--- config.mk ---
export PLATFORM = sky130hd
export DESIGN_NAME = hex_display_scheduler
export DESIGN_NICKNAME = d
export VERILOG_FILES = /design/src/rtl/hex_display_scheduler.sv
export SDC_FILE = /design/constraint.sdc
export NUM_CORES = 1
export LEC_CHECK = 0
export ABC_AREA = 1
export CAP_MARGIN = 20
export CORE_ASPECT_RATIO = 0.7
export CORE_MARGIN = 5
export CORE_UTILIZATION = 51
export CTS_CLUSTER_DIAMETER = 60
export DETAILED_ROUTE_END_ITERATION = 16
export DONT_BUFFER_PORTS = 1
export HOLD_SLACK_MARGIN = 0.05
export PLACE_DENSITY_LB_ADDON = 0.1
export SYNTH_ARGS = -nofsm -noshare
export SYNTH_HDL_FRONTEND = slang
export SYNTH_SLANG_ARGS = --single-unit
export TNS_END_PERCENT = 100
--- constraint.sdc ---
create_clock -name iClk_50 -period 2.5 [get_ports iClk_50]
set_input_delay 0.75 -clock iClk_50 [delete_from_list [all_inputs] [get_ports iClk_50]]
set_output_delay 0.75 -clock iClk_50 [all_outputs]
set_load 0.01 [all_outputs]
--- src/rtl/hex_display_scheduler.sv ---
// hex_display_scheduler
//
// Shares an eight-digit HEX display between up to NREQ sources. Sources are
// granted round-robin for a dwell of DWELL_CYCLES. The owner's 32-bit binary
// value is converted to packed BCD by a 32-cycle shift-add-3 (double-dabble)
// engine.
//
// Ports
//   iClk_50  system clock, rising edge
//   nRst     synchronous active-low reset
//   iReq     level request per source
//   iNum     32-bit value per source, source r at [32r+31:32r]
//   iBlink   blink request per source
//   oGrant   one-hot current owner (all-zero in ARB with no requests)
//   oBcd     eight BCD digits, digit d at [4d+3:4d]
//   oValid   oBcd holds at least one completed conversion
//   oBlink   blink enable latched from the owner
//   oOvf     last converted value exceeded 99_999_999 (oBcd saturated to 9s)
//   oBusy    high while latching or converting
//
// Build option
//   HEX_SCHED_LEADING_BLANK_EN  when defined, leading zero digits (never
//   digit 0) are written as 4'hF, the digit controllers' blank code.
module hex_display_scheduler #(
    parameter int NREQ         = 4,
    parameter int DWELL_CYCLES = 50_000_000
) (
    input  logic               iClk_50,
    input  logic               nRst,
    input  logic [NREQ-1:0]    iReq,
    input  logic [32*NREQ-1:0] iNum,
    input  logic [NREQ-1:0]    iBlink,
    output logic [NREQ-1:0]    oGrant,
    output logic [31:0]        oBcd,
    output logic               oValid,
    output logic               oBlink,
    output logic               oOvf,
    output logic               oBusy
);

    localparam int PW = (NREQ > 1) ? $clog2(NREQ) : 1;
    localparam int DW = $clog2(DWELL_CYCLES);

    localparam logic [1:0] ST_ARB     = 2'd0;
    localparam logic [1:0] ST_LATCH   = 2'd1;
    localparam logic [1:0] ST_CONVERT = 2'd2;
    localparam logic [1:0] ST_SHOW    = 2'd3;

    logic [1:0]      state_q, state_d;
    logic [NREQ-1:0] grant_q, grant_d;
    logic [PW-1:0]   ptr_q, ptr_d;          // last / current owner index
    logic [31:0]     bin_q, bin_d;
    logic [39:0]     acc_q, acc_d;
    logic            blink_hold_q, blink_hold_d;
    logic [4:0]      iter_q, iter_d;
    logic [DW-1:0]   dwell_q, dwell_d;
    logic [31:0]     bcd_q, bcd_d;
    logic            valid_q, valid_d;
    logic            blink_q, blink_d;
    logic            ovf_q, ovf_d;

    // Per-source value slices
    logic [31:0] num_arr [NREQ];
    genvar gi;
    generate
        for (gi = 0; gi < NREQ; gi++) begin : g_num
            assign num_arr[gi] = iNum[32*gi +: 32];
        end
    endgenerate

    // Round-robin search starting just after the last owner; the owner
    // itself is checked last, so it only wins again when nobody else asks.
    logic          arb_found;
    logic [PW-1:0] arb_idx;
    logic [PW-1:0] arb_cand;
    always_comb begin
        arb_found = 1'b0;
        arb_idx   = ptr_q;
        arb_cand  = ptr_q;
        for (int i = 1; i <= NREQ; i++) begin
            arb_cand = PW'((int'(ptr_q) + i) % NREQ);
            if (!arb_found && iReq[arb_cand]) begin
                arb_found = 1'b1;
                arb_idx   = arb_cand;
            end
        end
    end

    // Double-dabble step: add 3 to every digit >= 5, then shift left.
    logic [39:0] acc_adj;
    logic [39:0] acc_shift;
    logic        shift_out_unused;  // top bit leaving the accumulator is always 0
    generate
        for (gi = 0; gi < 10; gi++) begin : g_add3
            assign acc_adj[4*gi +: 4] = (acc_q[4*gi +: 4] >= 4'd5) ?
                                        acc_q[4*gi +: 4] + 4'd3 : acc_q[4*gi +: 4];
        end
    endgenerate
    assign acc_shift        = {acc_adj[38:0], bin_q[31]};
    assign shift_out_unused = acc_adj[39];

    // Display image computed from the final shift result
    logic        ovf_now;
    logic [31:0] disp_bcd;
    assign ovf_now = |acc_shift[39:32];

`ifdef HEX_SCHED_LEADING_BLANK_EN
    logic [7:0] digit_nz;
    generate
        for (gi = 0; gi < 8; gi++) begin : g_nz
            assign digit_nz[gi] = |acc_shift[4*gi +: 4];
        end
        for (gi = 0; gi < 8; gi++) begin : g_disp
            if (gi == 0) begin : g_d0
                assign disp_bcd[3:0] = ovf_now ? 4'h9 : acc_shift[3:0];
            end else begin : g_dn
                // Blank when this digit and every digit above it is zero
                assign disp_bcd[4*gi +: 4] = ovf_now ? 4'h9 :
                                             (~|digit_nz[7:gi]) ? 4'hF :
                                             acc_shift[4*gi +: 4];
            end
        end
    endgenerate
`else
    generate
        for (gi = 0; gi < 8; gi++) begin : g_disp
            assign disp_bcd[4*gi +: 4] = ovf_now ? 4'h9 : acc_shift[4*gi +: 4];
        end
    endgenerate
`endif

    always_comb begin
        state_d      = state_q;
        grant_d      = grant_q;
        ptr_d        = ptr_q;
        bin_d        = bin_q;
        acc_d        = acc_q;
        blink_hold_d = blink_hold_q;
        iter_d       = iter_q;
        dwell_d      = dwell_q;
        bcd_d        = bcd_q;
        valid_d      = valid_q;
        blink_d      = blink_q;
        ovf_d        = ovf_q;
        case (state_q)
            ST_ARB: begin
                if (arb_found) begin
                    grant_d          = '0;
                    grant_d[arb_idx] = 1'b1;
                    ptr_d            = arb_idx;
                    state_d          = ST_LATCH;
                end else begin
                    grant_d = '0;
                end
            end
            ST_LATCH: begin
                bin_d        = num_arr[ptr_q];
                acc_d        = '0;
                blink_hold_d = iBlink[ptr_q];
                iter_d       = '0;
                state_d      = ST_CONVERT;
            end
            ST_CONVERT: begin
                acc_d  = acc_shift;
                bin_d  = {bin_q[30:0], 1'b0};
                iter_d = iter_q + 5'd1;
                if (iter_q == 5'd31) begin
                    state_d = ST_SHOW;
                    dwell_d = '0;
                    bcd_d   = disp_bcd;
                    ovf_d   = ovf_now;
                    valid_d = 1'b1;
                    blink_d = blink_hold_q;
                end
            end
            ST_SHOW: begin
                if (!iReq[ptr_q] || (dwell_q == DW'(DWELL_CYCLES - 1))) begin
                    state_d = ST_ARB;
                    dwell_d = '0;
                end else begin
                    dwell_d = dwell_q + DW'(1);
                end
            end
            default: state_d = ST_ARB;
        endcase
    end

    always_ff @(posedge iClk_50) begin
        if (!nRst) begin
            state_q      <= ST_ARB;
            grant_q      <= '0;
            ptr_q        <= PW'(NREQ - 1);
            bin_q        <= '0;
            acc_q        <= '0;
            blink_hold_q <= 1'b0;
            iter_q       <= '0;
            dwell_q      <= '0;
            bcd_q        <= '0;
            valid_q      <= 1'b0;
            blink_q      <= 1'b0;
            ovf_q        <= 1'b0;
        end else begin
            state_q      <= state_d;
            grant_q      <= grant_d;
            ptr_q        <= ptr_d;
            bin_q        <= bin_d;
            acc_q        <= acc_d;
            blink_hold_q <= blink_hold_d;
            iter_q       <= iter_d;
            dwell_q      <= dwell_d;
            bcd_q        <= bcd_d;
            valid_q      <= valid_d;
            blink_q      <= blink_d;
            ovf_q        <= ovf_d;
        end
    end

    // The grant drops as soon as ARB sees no requests at all; with requests
    // pending the previous owner stays visible for the one ARB cycle.
    assign oGrant = ((state_q == ST_ARB) && (iReq == '0)) ? '0 : grant_q;
    assign oBcd   = bcd_q;
    assign oValid = valid_q;
    assign oBlink = blink_q;
    assign oOvf   = ovf_q;
    assign oBusy  = (state_q == ST_LATCH) || (state_q == ST_CONVERT);

endmodule

# Word level (Yosys, flattened, before mapping)
# Cells that the tools add are included.
[word_totals]
ff_bits = 147
input_bits = 138
out_inout_bits = 40
elab_cells = 130
[op_classes]
n_addsub = 16
n_lt_le_gt_ge = 18
n_eq_ne = 8
mux = 55
bitwise = 1
reduce_logical = 20
[ops]
columns = ["operator", "n"]
rows = [
  ["one-hot mux 40 bit (2 select lines)", 1],
  ["two-way mux 4 bit", 19],
  ["binary-select mux 32 bit (select 2 bit)", 1],
  ["two-way mux 32 bit", 2],
  ["one-hot mux 32 bit (2 select lines)", 1],
  ["two-way mux 26 bit", 2],
  ["one-hot mux 26 bit (2 select lines)", 1],
  [">= comparator 4 x 3 -> 1 bit (second input constant)", 10],
  ["adder 4 x 2 -> 4 bit (second input constant)", 9],
  ["adder 26 x 1 -> 26 bit (second input constant)", 1],
  ["== test 26 bit (second input constant)", 1],
  ["less-than comparator 2 x 3 -> 1 bit (second input constant)", 6],
  ["two-way mux 2 bit", 7],
  ["binary-select mux 1 bit (select 2 bit)", 6],
  ["two-way mux 1 bit", 11],
  ["one-hot mux 5 bit (2 select lines)", 1],
  ["one-hot mux 2 bit (4 select lines)", 1],
  ["OR reduction 8 bit", 1],
  ["inequality test 2 bit (second input constant)", 3],
  ["AND reduction 2 bit", 3],
  ["adder 5 x 1 -> 5 bit (second input constant)", 1],
  ["== test 5 bit (second input constant)", 1],
  ["logical AND 1 bit", 5],
  ["adder 2 x 1 -> 2 bit (second input constant)", 2],
  ["15 further kinds", 22],
]

# Longest topological paths before layout
[logic_depth]
word_depth = 18
ltp_mapped = 15
depth_no_buf = 14

# Least setup slack after synthesis
# No wires, ideal clock.
[synth_timing]
path_kind = "register to register"
from = "register state_q[0]"
to = "register bin_q[27]"
setup_time_ns = 0.128
arrival_ns = 1.808
required_time_ns = 2.372
path_slack_ns = 0.565
stages_incl_launch_ff = 10
n_path_buf = 3
synth_period_minus_slack_ns = 1.935
path_cell_list = "dfxtp_1 inv_1 ha_1 clkbuf_1 nand2_1 clkbuf_1 clkbuf_1 o22ai_1 a21oi_1 nor2_1"
[synth_via]
elab_chain_len = 2
word_cells_on_any_way = 4
classes_between = "eq/ne (2); mux (1); reduce/logical (1)"
[synth_rtl]
columns = ["item", "line", "text"]
rows = [
  ["from (decl)", "49", "logic [1:0] state_q, state_d;"],
  ["from (signal assigned)", "203", "state_q <= state_d;"],
  ["== test 2 bit / == test 2 x 1 -> 1 bit (equally long branches)", "145", "case (state_q)"],
  ["one-hot mux 32 bit (2 select lines) / nonzero test 2 bit (equally long branches)", "-", ""],
  ["to (signal assigned)", "206", "bin_q <= bin_d;"],
  ["to (decl)", "52", "logic [31:0] bin_q, bin_d;"],
]
# Parallel ways exist; a longest one is shown, timed or not.
# A chain may end at the register's enable or synchronous reset.

# Worst setup path in the final report
[layout_timing]
from = "register state_q[1]"
to = "output port oBusy"
[layout_via]
elab_chain_len = 2
word_cells_on_any_way = 3
classes_between = "eq/ne (2); reduce/logical (1)"
[layout_rtl]
columns = ["item", "line", "text"]
rows = [
  ["== test 2 x 1 -> 1 bit / == test 2 bit (equally long branches)", "225", "assign oBusy = (state_q == ST_LATCH) || (state_q == ST_CONVERT);"],
  ["logical OR 1 bit (*)", "225", ""],
  ["to (decl)", "38", "output logic oBusy"],
]
# Mark *: on every way between the ends. The rest lies on a longest branch, timed or not.

==> flow_metrics.py <==
metrics = {
    "status": {
        "outcome": "complete, no violations",
    },
    "floorplanning": {
        "ios": 178,
        "fp.dieW_um": 161,
        "initial_utilization_pct": 52.4,
        "design.die.area_mm2": 0.0187,
        "rows": 38,
        "die_h_um": 116,
        "core_mm2": 0.0156,
    },
    "synthesis": {
        "synth-compound-area-share_pct": 17.4,
        "netlist-cell-type-count": 46,
        "syn-num-nets": 1384,
        "synth_edf_count": 0,
        "postSynth.asyncResetShare_pct": 0,
        "yosysMostFrequentCell": "nand2_1",
        "synthTopCellsByArea": "dfxtp_1, nand2_1, a21oi_1",
        "yosysTopAreaCell": "dfxtp_1",
        "synth_top_family_by_area": "simple AND/OR/NAND/NOR gates",
        "yosysTopAreaCellShare_pct": 36.0,
        "ys_seq_elements": 147,
        "synth_fa_ha_area_share_pct": 4.13,
        "synthMuxAreaShare_pct": 0,
        "syn_area_mm2": 0.00817,
        "synth_simple_gate_area_share_pct": 30.8,
        "ys_warn_count": 0,
        "synth_xor_area_share_pct": 2.02,
        "yosys_most_used_dff": "dfxtp_1",
        "synth_common_cells": "nand2_1, dfxtp_1, inv_1, a21oi_1, nor2_1",
        "synth-seq-area-share_pct": 36.0,
        "synthCells": 1219,
        "avgSynthCellArea_um2": 6.70,
    },
    "place": {
        "place_congestion": 0.855,
        "dpl.hpwl_mm": 14.0,
        "placedCellCount": 1377,
        "post-place-ws_ns": 0.295,
        "io_buffers": 0,
        "placed_cell_area_mm2": 0.00830,
    },
    "detailed_routing": {
        "met2RoutedLength_mm": 8.59,
        "routed_wl_mm": 20.1,
        "drc_errors": 0,
        "routed.top_layer": "met4",
        "wl_met3_mm": 1.11,
        "vias": 7516,
        "routed_via_density": 5.33,
        "drtPass1Iterations": 5,
        "antenna_left": 0,
        "drt-initial-drc-count": 597,
        "wl_per_cell_um": 14.3,
        "wl_met1_mm": 10.3,
    },
    "global_route": {
        "grt_pass1_wl_mm": 33.9,
        "grt_max_degree": 57,
        "grt_overflow": 0,
        "grt_pass1_vias": 6973,
        "antenna_found_initial": 0,
        "track_usage_pct": 21.8,
    },
    "setup_path": {
        "reg2reg_from": "iter_q[0]",
        "cp.arrival_ns": 1.53,
        "crit_required_ns": 1.75,
        "path_class": "reg -> out",
        "reg2reg_to": "dwell_q[23]",
        "r2r_setup_slack_ns": 0.27,
        "worst_path_largest_cell_delay_ns": 0.36,
        "reg2reg_depth": 13,
        "worstSetupStartpoint": "state_q[1]",
        "critPathTopFamily": "buffers and inverters",
        "end_kind": "output port",
        "critPathSlowestCell": "dfxtp_1",
        "path_cells": "inv_1 > ha_1 > buf_4",
        "crit_path_max_fanout": 33,
        "worst-path-buf-inv": 2,
        "crit_path_start_kind": "register",
    },
    "clocking": {
        "clk_latency_ns": 0.42,
        "hold_buffers": 0,
        "post_cts_buffers": 0,
        "cts_resized": 0,
        "cts-root-buf": "clkbuf_16",
        "cts_buffer_depth": 2,
        "path_clk_slew_ns": 0.06,
        "cts_tree": "done",
        "htreeDepth": 4,
        "cts_buffers": 17,
        "clock-sinks": 147,
    },
    "power_and_ir_drop": {
        "pwr-share-comb_pct": 33.8,
        "p_sw_share_pct": 37.8,
        "p_clk_share_pct": 30.7,
        "power_w": 0.00789,
        "p_sw_w": 0.00299,
        "p_leak_nw": 3.59,
        "vdd_drop_max_v": 0.000436,
        "powerDensity_mw_per_mm2": 885,
        "p_seq_share_pct": 35.4,
        "p_int_w": 0.00491,
    },
    "hold_path": {
        "worstHoldPathCells": 2,
        "min_to": "bin_q[0]",
        "worstHoldStart": "bin_q[0]",
        "hold_class": "reg -> reg",
    },
    "cells_and_area": {
        "fillers": 1501,
        "finalNonFillerCells": 1411,
        "drive_above_1_share_pct": 6.94,
        "synthToLayoutAreaGrowth_pct": 9.15,
        "final_nets": 1363,
        "antenna_cells": 0,
        "fin_area_mm2": 0.00892,
    },
    "timing": {
        "drv_slew": 0,
        "worst_pin_slew_ns": 0.987,
        "fmax_mhz": 438,
        "fin_setup_tns_ns": 0,
        "timing.final.crit_share_pct": 91.2,
        "setup_ws_ns": 0.219,
        "period_needed_ns": 2.28,
        "setup_viol": 0,
        "final_hold_viol_count": 0,
        "max_slew_margin_pct": 34.1,
        "rsz0062_at_grt": "false",
        "skew_ns": 0.0134,
    },
    "job": {
        "timing.max_cap.violations": 0,
    },
}
flip-flops by register name, indices dropped and copies added (netlist names):
| name | cells |
|---|---|
| iter_q | 5 |
| oValid | 1 |
| oOvf | 1 |
| dwell_q | 26 |
| acc_q | 40 |
| ptr_q | 2 |
| blink_hold_q | 1 |
| grant_q | 4 |
| oBcd | 32 |
| oBlink | 1 |
| state_q | 2 |
| bin_q | 32 |
worst max-delay path by stage:
stage,to,slack (ns),cells past startpoint
after global placement,dwell_q[23],0.37,13
after floorplan,bin_q[27],0.56,9
after global routing,dwell_q[23],0.03,13
final,oBusy,0.22,3
after CTS,oBusy,0.19,3
after detailed placement,dwell_q[23],0.29,13
cell usage in the layout, fill, tap and decap left out, drive strengths merged, types with 4 or more instances in the layout:
master,n
nor2,124
nand3,32
a21oi,136
inv,145
clkinv,5
o22ai,36
nand3b,7
nand4,50
dfxtp,147
buf,17
o21ai,53
o21a,5
nand2,345
clkbuf,21
nor3,19
or2,4
ha,27
xor2,17
a22oi,4
per-layer routing:
layer  GRT usage [%]  up-vias
met3            4.87       14
met5               0        -
li1                -     3929
met1            31.8     3398
met2            33.0      175
met4            5.11        0
stage by stage:
step	utilization, %	hold WS [ns]
after global routing	57.2	0.461
after detailed placement	53.2	0.457
final	57.2	0.466
after floorplan	-	0.441
after global placement	53.2	0.459
after CTS	56.9	0.442
power by group through the flow:
stage	registers, W	logic [W]	clock network, W
final	0.00280	0.00267	0.00242
after global placement	0.00284	0.00260	0
after global routing	0.00283	0.00308	0.00257
after floorplan	0.00281	0.00206	0
after CTS	0.00280	0.00263	0.00247
after detailed placement	0.00285	0.00261	0
worst reg2reg max path, stage by stage (launching register included):
cell     delay, ns
dfxtp_1       0.35
ha_1          0.20
inv_1         0.05
nor2_1        0.10
ha_1          0.19
nand2_2       0.09
o21ai_2       0.14
nand2_1       0.21
nor2_2        0.18
nand3_1       0.14
nor3_2        0.20
nand2_1       0.10
o21ai_1       0.13
nor2_1        0.05
final cells by class:
cell class	instances	area, µm²	share of cell area, %
Multi-Input combinational cell	873	4440	49.8
Clock inverter	11	97.6	1.09
Sequential cell	147	2940	33.0
Tap cell	200	250	2.81
Inverter	142	536	6.00
Clock buffer	21	470	5.27
Timing Repair Buffer	17	180	2.02
cell families after synthesis:
| group | Yosys count |
|---|---|
| and+or+nand+nor | 586 |
| buffers and inverters | 199 |
| DFF | 147 |
| AOI/OAI and AO/OA | 242 |
| xor gates and xnor gates | 18 |
| adders and majority gates | 27 |
Power figures use the tool's default switching activity.
